--- config.mk ---
export PLATFORM = sky130hd
export DESIGN_NAME = tech_regfile_mp
export DESIGN_NICKNAME = d
export VERILOG_FILES = /design/src/rtl/tech_regfile_mp.sv
export SDC_FILE = /design/constraint.sdc
export NUM_CORES = 1
export LEC_CHECK = 0
export ABC_CLOCK_PERIOD_IN_PS = 3100
export BUFFER_PORTS_ARGS = -buffer_cell sky130_fd_sc_hd__buf_2
export CAP_MARGIN = 20
export CORE_MARGIN = 3
export CORE_UTILIZATION = 37
export CTS_CLUSTER_DIAMETER = 200
export DETAILED_ROUTE_END_ITERATION = 10
export REMOVE_ABC_BUFFERS = 1
export SLEW_MARGIN = 20
export SYNTH_ARGS = -nofsm -noshare
export SYNTH_HDL_FRONTEND = slang
export SYNTH_SLANG_ARGS = --single-unit
--- constraint.sdc ---
create_clock -name clk_i -period 3.1 [get_ports clk_i]
set_input_delay 0 -clock clk_i [delete_from_list [all_inputs] [get_ports clk_i]]
set_output_delay 0 -clock clk_i [all_outputs]
set_load 0.1 [all_outputs]
--- src/rtl/tech_regfile_mp.sv ---
// Multi-read-port register file with byte-masked write port and a clear engine.
// Optional TECH_REGFILE_MP_BYPASS_EN: write-first forwarding on same-address reads.
module tech_regfile_mp #(
  parameter int                   BIT_WIDTH  = 32,
  parameter int                   WORD_DEPTH = 32,
  parameter int                   RD_PORTS   = 2,
  parameter logic [BIT_WIDTH-1:0] INIT_VAL   = '0,
  localparam int                  AW         = (WORD_DEPTH > 1) ? $clog2(WORD_DEPTH) : 1
) (
  input  logic                          clk_i,
  input  logic                          rst_n_i,
  input  logic                          clr_i,
  output logic                          busy_o,
  input  logic                          wen_i,
  input  logic [AW-1:0]                 waddr_i,
  input  logic [BIT_WIDTH/8-1:0]        wbm_i,
  input  logic [BIT_WIDTH-1:0]          wdat_i,
  input  logic [RD_PORTS-1:0]           ren_i,
  input  logic [RD_PORTS*AW-1:0]        raddr_i,
  output logic [RD_PORTS*BIT_WIDTH-1:0] rdat_o
);

  localparam int NB = BIT_WIDTH / 8;
  localparam logic ST_CLEAR = 1'b0;
  localparam logic ST_READY = 1'b1;
  localparam logic [AW:0]   DEPTH_W = (AW+1)'(WORD_DEPTH);
  localparam logic [AW-1:0] LAST    = AW'(WORD_DEPTH - 1);

  logic                 state;
  logic [AW-1:0]        cnt;
  logic                 ready;
  logic                 waddr_ok;
  logic                 wr_ok;
  logic [BIT_WIDTH-1:0] wr_old;
  logic [BIT_WIDTH-1:0] wr_word;
  logic [BIT_WIDTH-1:0] mem [WORD_DEPTH];

  assign ready    = (state == ST_READY);
  assign busy_o   = ~ready;
  assign waddr_ok = ({1'b0, waddr_i} < DEPTH_W);
  assign wr_ok    = ready && wen_i && waddr_ok;
  assign wr_old   = waddr_ok ? mem[waddr_i] : '0;

  always_comb begin
    wr_word = wr_old;
    for (int b = 0; b < NB; b++) begin
      if (wbm_i[b]) wr_word[8*b +: 8] = wdat_i[8*b +: 8];
    end
  end

  always_ff @(posedge clk_i or negedge rst_n_i) begin
    if (!rst_n_i) begin
      state <= ST_CLEAR;
      cnt   <= '0;
    end else begin
      case (state)
        ST_CLEAR: begin
          if (cnt == LAST) begin
            state <= ST_READY;
            cnt   <= '0;
          end else begin
            cnt <= cnt + 1'b1;
          end
        end
        ST_READY: begin
          if (clr_i) begin
            state <= ST_CLEAR;
            cnt   <= '0;
          end
        end
        default: begin
          state <= ST_CLEAR;
          cnt   <= '0;
        end
      endcase
    end
  end

  // Storage has no reset; the clear engine owns it while busy.
  always_ff @(posedge clk_i) begin
    if (!ready) begin
      mem[cnt] <= INIT_VAL;
    end else if (wr_ok) begin
      mem[waddr_i] <= wr_word;
    end
  end

  for (genvar p = 0; p < RD_PORTS; p++) begin : g_rd
    logic [AW-1:0]        ra;
    logic                 ra_ok;
    logic [BIT_WIDTH-1:0] rd_next;
    logic [BIT_WIDTH-1:0] rd_q;

    assign ra    = raddr_i[p*AW +: AW];
    assign ra_ok = ({1'b0, ra} < DEPTH_W);

    always_comb begin
      rd_next = ra_ok ? mem[ra] : '0;
`ifdef TECH_REGFILE_MP_BYPASS_EN
      if (wr_ok && (waddr_i == ra)) rd_next = wr_word;
`endif
    end

    always_ff @(posedge clk_i or negedge rst_n_i) begin
      if (!rst_n_i) begin
        rd_q <= '0;
      end else if (ready && ren_i[p]) begin
        rd_q <= rd_next;
      end
    end

    assign rdat_o[p*BIT_WIDTH +: BIT_WIDTH] = rd_q;
  end

endmodule

Word level (Yosys, flattened, before mapping):

Memories as Yosys holds them, arrays and structs flattened. A register that Yosys moved wholly into a read port is not among the register bits.
Index checks and enable logic that the tools add are counted.

* bits in latches: 0
* memories: 1
* memory bits (read-only): 0
* logic and storage cells: 38
* register bits after elaboration: 6
* RAM bits: 1024
* output and inout port bits: 65

Memories
* mem: words 32, width 32, rd ports 2, clocked after memory_dff 2, wr ports 1, RTL line 36 `logic [BIT_WIDTH-1:0] mem [WORD_DEPTH];`

* reductions and logical operators: 10
* bitwise gates (word level): 1
* divide/modulo/power cells: 0
* magnitude comparators: 0
* add/subtract/negate cells: 1
* shift operators: 0
* muxes and demuxes: 17
* multipliers: 0
* equal/unequal tests: 6

Operators by type and width (count)
* $mux 32: 1
* $mux 8: 4
* $reduce_or 32->1: 1
* $mux 5: 3
* $pmux 5 s2: 1
* $reduce_and 2->1: 4
* $mux 1: 6
* $add 5x1->5 const B: 1
* $eq 5x5->1 const B: 1
* $mux 4: 1
* $ne 1x1->1 const B: 4
* $logic_and 1x1->1: 3
* $logic_not 1->1: 2
* $ne 2x2->1 const B: 1
* $pmux 1 s2: 1
* $not 1->1: 1

Logic depth before layout (Yosys ltp):

Gate-level depths: netlist of the first run.

* depth after elaboration: 7
* mapped depth: 8
* mapped depth without buffers: 6

Worst setup path after synthesis of the first run:

No wires, ideal clock.

* path kind: reg-to-reg
* start point: reg state (netlist: ready)
* end point: mem mem[10][0] (enable)
* path buffers: 3
* setup slack: 0.924 ns
* clock period less this slack: 2.176 ns
* required time: 2.730 ns
* cell stages (with the launch flop): 8
* arrival time: 1.805 ns
* setup time: 0.370 ns
* path through: dfrtp_1 buf_2 nand2_1 nor2_1 buf_2 clkbuf_1 a31oi_1 nor2_1

* word-level cells in the longest chain between the ends: 7
* elaborated cells on any way between the ends: 12
* those cells by class: mux: 6; reduce/logical: 6

Ends and longest elaborated chain
* from (decl): RTL line 29 `logic state;`
* from (signal assigned): RTL line 53 `state <= ST_CLEAR;`
* from (signal assigned): RTL line 59 `state <= ST_READY;`
* from (signal assigned): RTL line 67 `state <= ST_CLEAR;`
* $logic_and 1x1->1: RTL line 41 `assign wr_ok = ready && wen_i && waddr_ok;`
* $mux 1: RTL line 83 `end else if (wr_ok) begin`
* $mux 1: RTL line 81 `if (!ready) begin`
* $mux 1 (not written as such): RTL line 84 `mem[waddr_i] <= wr_word;`
* $reduce_and 2->1 (no line)
* $reduce_or 32->1 (no line)
* $mux 5 (no line) or $mux 4 (tied branches)
* to (decl): RTL line 36

Parallel ways exist; a longest one is shown, timed or not.

Worst setup path in the final report of the first run:

* start point: reg state (netlist: ready)
* end point: mem mem[27][30] (enable)

Same word-level chain as after synthesis.

==> metrics.md, run 1 <==
| Metric | Value |
|---|---|
| Drt via density | `5.87` |
| Crit path max-delay family | `buffers and inverters` |
| Hold Path Class | `primary input to flop` |
| Worst r2r src | `ready` |
| Cell Pwr Density | `~730 nW/um2` |
| Mapped Cells | `3500` |
| Clock slew at reported path FFs | `around 0.070 ns` |
| Worst path bufs/invs | `4` |
| Post-synth cell types | `41` |
| HPWL after detailed placement | `106 mm` |
| Met3 wire len | `12.5 mm` |
| Total track usage | `22.1%` |
| Period utilization | `approximately 98%` |
| H-Tree Depth | `3` |
| Initial antenna violation count | `14` |
| P_leak | `~23 nW` |
| Worst Setup SP | `ready` |
| Grt ovf | `0` |
| Max-slew violations | `0` |
| Clock tree buffer depth | `3` |
| Worst path most repeated cell | `buf_4` |
| Worst EP required | `between 3 and 4 ns` |
| Skew final | `0.0257 ns` |
| Failing checks | `negative hold slack` |
| CP cell instances | `nand2_1 > nor2_4 > buf_12 > buf_4 > nor3_1 > a21oi_1 > buf_4 > nor2_1 > buf_4` |
| Endpoints failing setup | `0` |
| Met1 wire length | `74.1 mm` |
| Fraction of final layout cells sized beyond drive strength 1 | `between 10% and 20%` |
| CTS buffer count | `113` |
| Core area | `between 100000 and 150000 um2` |
| Worst Min Path Start | `wdat_i[12]` |
| Wire length per cell | `approximately 29 um` |
| Vias | `between 30000 and 40000` |
| CP max FO | `24` |
| Placer Congestion | `between 0.8 and 0.9` |
| Max cap viols | `0` |
| Row cnt | `137` |
| Placed cell count | `5496` |
| Hold Fails Final Rpt | `4` |
| First-pass GRT wire length | `237 mm` |
| Port bufs | `121` |
| Area grow syn2layout | `15.8%` |
| CTS tree | `yes` |
| Worst VDD drop | `0.803 mV` |
| Syn_area_per_cell | `15.0 um2` |
| Tightest Pin Transition | `~1.2 ns` |
| Vias in the first global route | `33200` |
| Post-CTS setup buffer count | `0` |
| Critical path capture point type | `flop` |
| Cell Area, Synth | `52500 um2` |
| Finished Layout Cells | `5742` |
| Top routing layer used | `met5` |
| Classification of the worst setup path | `flop to flop` |
| DRT Wirelength | `between 150 and 200 mm` |
| Seq/Total Area, Yosys | `62.0%` |
| Slew HR | `20.6%` |
| Slowest cell on the critical path | `a21oi_1` |
| NumNets Final | `3825` |
| Chip Height | `383 um` |
| Status | `finished with violations` |
| Clk root buf | `clkbuf_16` |
| Clock Latency Late Sink | `0.71 ns` |
| Crit path DAT | `3.48 ns` |
| Fmax | `between 300 and 400 MHz` |
| Setup TNS | `0 ns` |
| Fin crit period | `3.03 ns` |
| Die width | `383 um` |
| Register bit total from synthesis | `1094` |
| Initial DRC count | `3531` |
| Residual DRC count | `0` |
| Die footprint | `approximately 150000 um2` |
| DR pass1 iterations | `5` |
| Largest net degree at the start of global routing | `71` |
| Met2 WL post-DR | `74.7 mm` |
| CP Launch Type | `flop` |
| RSZ-0062 raised after global routing | `no` |
| Min Hold Slack | `-0.00152 ns` |
| Post-DRT Antenna Nets | `0` |
| Worst path max stage delay | `between 0.8 and 0.9 ns` |
| Initial Util | `37.4%` |
| CTS Sinks | `1094` |
| Yosys Warn Count | `0` |
| FILL cells | `12700` |
| I/O pin total | `122` |
==> cells in the final DEF (no fill, tap or decap), types with 3 or more instances in the layout <==
master,instances
nand2b_1,4
a41oi_2,5
o22ai_1,64
bufinv_16,14
nor2_4,3
nor3_1,9
nor4_1,7
nor2_1,131
clkbuf_16,116
a221oi_1,81
nor2b_4,4
a221oi_2,47
buf_4,246
clkbuf_1,21
o2bb2ai_1,3
o41ai_2,64
nand2_1,89
a22o_1,128
nand2b_2,4
and2_2,6
clkinv_1,9
dfrtp_1,70
buf_12,38
diode_2,5
clkinvlp_4,12
buf_2,118
a21oi_1,130
clkinv_2,21
edfxtp_1,1024
a31oi_1,6
a31oi_2,3
a22oi_1,256
dlygate4sd3_1,31
and2_1,26
clkbuf_8,12
nor2b_1,4
mux2i_1,1025
==> stage by stage <==
stage	util (%)	worst slack (ns)	power (mW)	hold WS [ns]	area, um2
floorplan	-	-3.15	26.1	-0.296	50800
global placement	40.3	0.203	30.2	0.123	56500
detailed placement	40.3	0.181	30.4	0.127	56500
CTS	43.3	0.160	44.4	0.00292	60700
global route	43.3	0.0642	45.7	0.0177	60700
finish	43.3	0.0735	44.2	-0.00152	60700
==> flip-flops by register name, summed over array words and instances (netlist names) <==
register / cells
ready: 1
mem: 1024
cnt: 5
g_rd.rd_q: 64
==> worst paths after layout <==
check                              endpoint  slack, ns  cells past startpoint
hold / removal                  mem[14][12]     -0.002                      2
min in group asynchronous   g_rd[0].rd_q[7]       0.52                      4
hold reg to reg            g_rd[0].rd_q[20]       0.48                      2
setup reg to reg                mem[27][30]       0.07                      9
max in group asynchronous  g_rd[0].rd_q[22]       2.06                      4
setup / recovery                mem[27][30]       0.07                      9
==> kinds of logic after synthesis <==
| family | after synthesis | synth area share, % |
|---|---|---|
| DFF | 1094 | 62.0 |
| xor gates and xnor gates | 2 | 0.0334 |
| adders and majority gates | 2 | 0.0477 |
| and+or+nand+nor | 301 | 2.49 |
| muxes | 1026 | 19.6 |
| AOI/OAI and AO/OA | 790 | 12.8 |
| buffers and inverters | 285 | 3.10 |
==> layout make-up <==
type	count	area [um2]	share of cell area, %
tap	1876	2350	3.87
inverter	1	3.75	0.00618
timing repair buffer	435	3540	5.83
sequential	1094	32500	53.5
antenna	5	12.5	0.0206
clock buffer	149	3150	5.18
clock inverter	61	701	1.15
multi-input combinational	2121	18500	30.4
==> synthesized netlist by cell type (all sizes together) <==
library cell / instances / share of area [%]
mux2i: 1025 / 20
edfxtp: 1024 / 59
a22oi: 256 / 3.7
clkbuf: 147 / 1.2
buf: 137 / 1.9
nor2: 135 / 0.97
a21oi: 130 / 1.2
a221oi: 128 / 2.7
a22o: 128 / 2.1
nand2: 93 / 0.67
dfrtp: 70 / 3.3
o22ai: 64 / 0.76
o41ai: 64 / 2.0
and2: 34 / 0.41
a31oi: 9 / 0.11
nor3: 9 / 0.086
nand2b: 8 / 0.095
nor2b: 8 / 0.095
nor4: 7 / 0.083
a41oi: 6 / 0.13
o2bb2ai: 3 / 0.050
ha: 2 / 0.048
o21ai: 2 / 0.019
or2: 2 / 0.024
and3: 1 / 0.012
and4: 1 / 0.017
inv: 1 / 0.0071
mux2: 1 / 0.021
nand3: 1 / 0.0095
or3: 1 / 0.012
or4: 1 / 0.014
xnor2: 1 / 0.017
xor2: 1 / 0.017
==> timing repair <==
| item | CTS | global route |
|---|---|---|
| hold endpoints to repair | 872 | 0 |
| hold buffers | 31 | 0 |
| gates resized for setup | 0 | 0 |
==> layer usage <==
| metal | GRT usage (%) | up-vias |
|---|---|---|
| met5 | 0 | - |
| met4 | 7.02 | 6 |
| met3 | 3.26 | 262 |
| met2 | 34.0 | 1394 |
| met1 | 32.3 | 17300 |
| li1 | - | 14700 |
==> report_power, final <==
part / internal (mW) / switching [mW] / total [mW]
sequential: 18.2 / 1.04 / 19.2
combinational: 2.89 / 8.03 / 10.9
clock: 8.29 / 5.81 / 14.1
total: 29.4 / 14.9 / 44.2
(Power assumes the default switching activity.)
==> run 2: changes to the inputs <==
--- a/config.mk
+++ b/config.mk
@@ -9,10 +9,11 @@
 export BUFFER_PORTS_ARGS = -buffer_cell sky130_fd_sc_hd__buf_2
 export CAP_MARGIN = 20
 export CORE_MARGIN = 3
-export CORE_UTILIZATION = 37
+export CORE_UTILIZATION = 44
 export CTS_CLUSTER_DIAMETER = 200
 export DETAILED_ROUTE_END_ITERATION = 10
 export REMOVE_ABC_BUFFERS = 1
+export SETUP_SLACK_MARGIN = 0.4
 export SLEW_MARGIN = 20
 export SYNTH_ARGS = -nofsm -noshare
 export SYNTH_HDL_FRONTEND = slang
==> metrics.md, run 2 (synthesized netlist as in run 1, its figures left out) <==
| Metric | Value |
|---|---|
| Clock slew at reported path FFs | `0.06 ns` |
| Wire length per cell | `30.4 um` |
| Total track usage | `26.4%` |
| Post-DRT Antenna Nets | `0` |
| Placer Congestion | `a little over 0.8` |
| Cell Pwr Density | `727 nW/um2` |
| Setup TNS | `0 ns` |
| CP max FO | `38` |
| CP Launch Type | `flop` |
| Endpoints failing setup | `0` |
| Max cap viols | `0` |
| DP Worst Slack | `0.212 ns` |
| Clk root buf | `clkbuf_16` |
| Core area | `118000 um2` |
| Period utilization | `between 80% and 90%` |
| Fraction of final layout cells sized beyond drive strength 1 | `19.3%` |
| P_leak | `around 23 nW` |
| Max-slew violations | `0` |
| Classification of the worst setup path | `flop to flop` |
| Hold Fails Final Rpt | `0` |
| I/O pin total | `approximately 120` |
| Drt via density | `6.22` |
| Initial DRC count | `3291` |
| Placed cell count | `5176` |
| Largest regs | `mem: 1024 flops, g_rd.rd_q: 64 flops, cnt: 5 flops` |
| Fmax | `379 MHz` |
| CTS tree | `yes` |
| First-pass GRT wire length | `236 mm` |
| H-Tree Depth | `3` |
| CTS buffer count | `~110` |
| Grt ovf | `0` |
| Crit path DAT | `3.08 ns` |
| Tightest Pin Transition | `1.14 ns` |
| Area grow syn2layout | `15.4%` |
| Worst EP required | `~3.5 ns` |
| DRT Wirelength | `165 mm` |
| DR pass1 iterations | `6` |
| Initial Util | `44.4%` |
| Initial antenna violation count | `9` |
| Clock tree buffer depth | `3` |
| Finished Layout Cells | `5424` |
| CTS Sinks | `1094` |
| Skew final | `0.0232 ns` |
| Final worst slack | `approximately 0.46 ns` |
| Largest net degree at the start of global routing | `71` |
| Most frequent cells in the layout | `1024 x mux2i_1, 1024 x edfxtp_1, 268 x buf_4` |
| Vias in the first global route | `33600` |
| Vias | `33700` |
| HPWL after detailed placement | `~100 mm` |
| Die footprint | `between 100000 and 150000 um2` |
| Dpl cell area | `56300 um2` |
| Die width | `351 um` |
| Fin crit period | `2.64 ns` |
| Worst VDD drop | `0.580 mV` |
| Residual DRC count | `0` |
| Total power | `44.0 mW` |
| Row cnt | `between 100 and 150` |
| Hold Path Class | `primary input to flop` |
| NumNets Final | `3844` |
| Status | `finished clean` |
| Port bufs | `121` |
| Max reg flops | `1024` |
| Most flop-heavy register | `mem` |
| Critical path capture point type | `flop` |
| Chip Height | `351 um` |
| Clock Latency Late Sink | `0.70 ns` |
| Slew HR | `23.4%` |
| RSZ-0062 raised after global routing | `yes` |
| Fin area | `60500 um2` |
-- run 2: changes by cell type in the layout (fill, tap and decap cells not counted), sizes merged --
| cell | before | now |
|---|---|---|
| dlygate4sd3 | 31 | 29 |
| inv | 3 | 4 |
| clkinvlp | 12 | 9 |
| clkinv | 33 | 38 |
| buf | 404 | 425 |
| clkbuf | 149 | 151 |
| bufinv | 14 | 13 |
| diode | 5 | 4 |
-- run 2: worst paths after layout --
kind / startpoint / endpoint / depth (start not counted) / slack (ns)
setup / recovery: ready / mem[25][9] / 7 / 0.46
hold / removal: wdat_i[25] / mem[1][25] / 2 / 0.03
setup reg to reg: ready / mem[25][9] / 7 / 0.46
hold reg to reg: g_rd[1].rd_q[18] / g_rd[1].rd_q[18] / 2 / 0.48
max in group asynchronous: rst_n_i / g_rd[1].rd_q[30] / 4 / 2.09
min in group asynchronous: rst_n_i / g_rd[1].rd_q[12] / 4 / 0.50
-- run 2: repair_timing --
| item | CTS | global route |
|---|---|---|
| gates resized for setup | 4 | 10 |
| hold buffers | 29 | 0 |
| buffers inserted | 0 | 1 |
| endpoints found under the hold margin | 810 | 0 |
| endpoints found under the setup margin | 439 | 410 |
-- run 2: final cells by class --
cell class / instances / area, um2
Timing Repair Buffer: 454 / 3660
Clock buffer: 151 / 3140
Clock inverter: 63 / 659
Multi-Input combinational cell: 2121 / 18600
Sequential cell: 1094 / 32500
Fill cell: 9873 / 57700
Inverter: 1 / 3.75
Tap cell: 1536 / 1920
Antenna cell: 4 / 10.0
-- run 2: power breakdown --
part	internal [mW]	switching (mW)	total, mW
Clock	8.16	5.80	14.0
Combinational	2.85	7.97	10.8
Sequential	18.2	1.05	19.2
Total	29.2	14.8	44.0
-- run 2: worst max-delay path, stage by stage, from the launching register on --
cell and delay [ns]:
dfrtp_1 0.35, nand2_1 0.09, nor2_4 0.41, buf_12 0.31, nor3_1 0.13, a41oi_4 0.73
nor2_1 0.11, buf_4 0.22
-- run 2: per-layer routing --
metal  GRT usage [%]  vias up  part of all wire (%)
li1                -    14700                     -
met1            37.6    17300                    44
met2            41.6     1465                    46
met3            4.46      238                   7.7
met4            7.79        4                   2.7
met5               0        -                 0.017
-- run 2: per-stage QoR --
| stage | hold WS [ns] | util [%] |
|---|---|---|
| finish | 0.0303 | 51.2 |
| global placement | 0.0916 | 47.6 |
| floorplan | -0.296 | - |
| CTS | 0.00531 | 51.1 |
| detailed placement | 0.0939 | 47.6 |
| global route | 0.0398 | 51.2 |
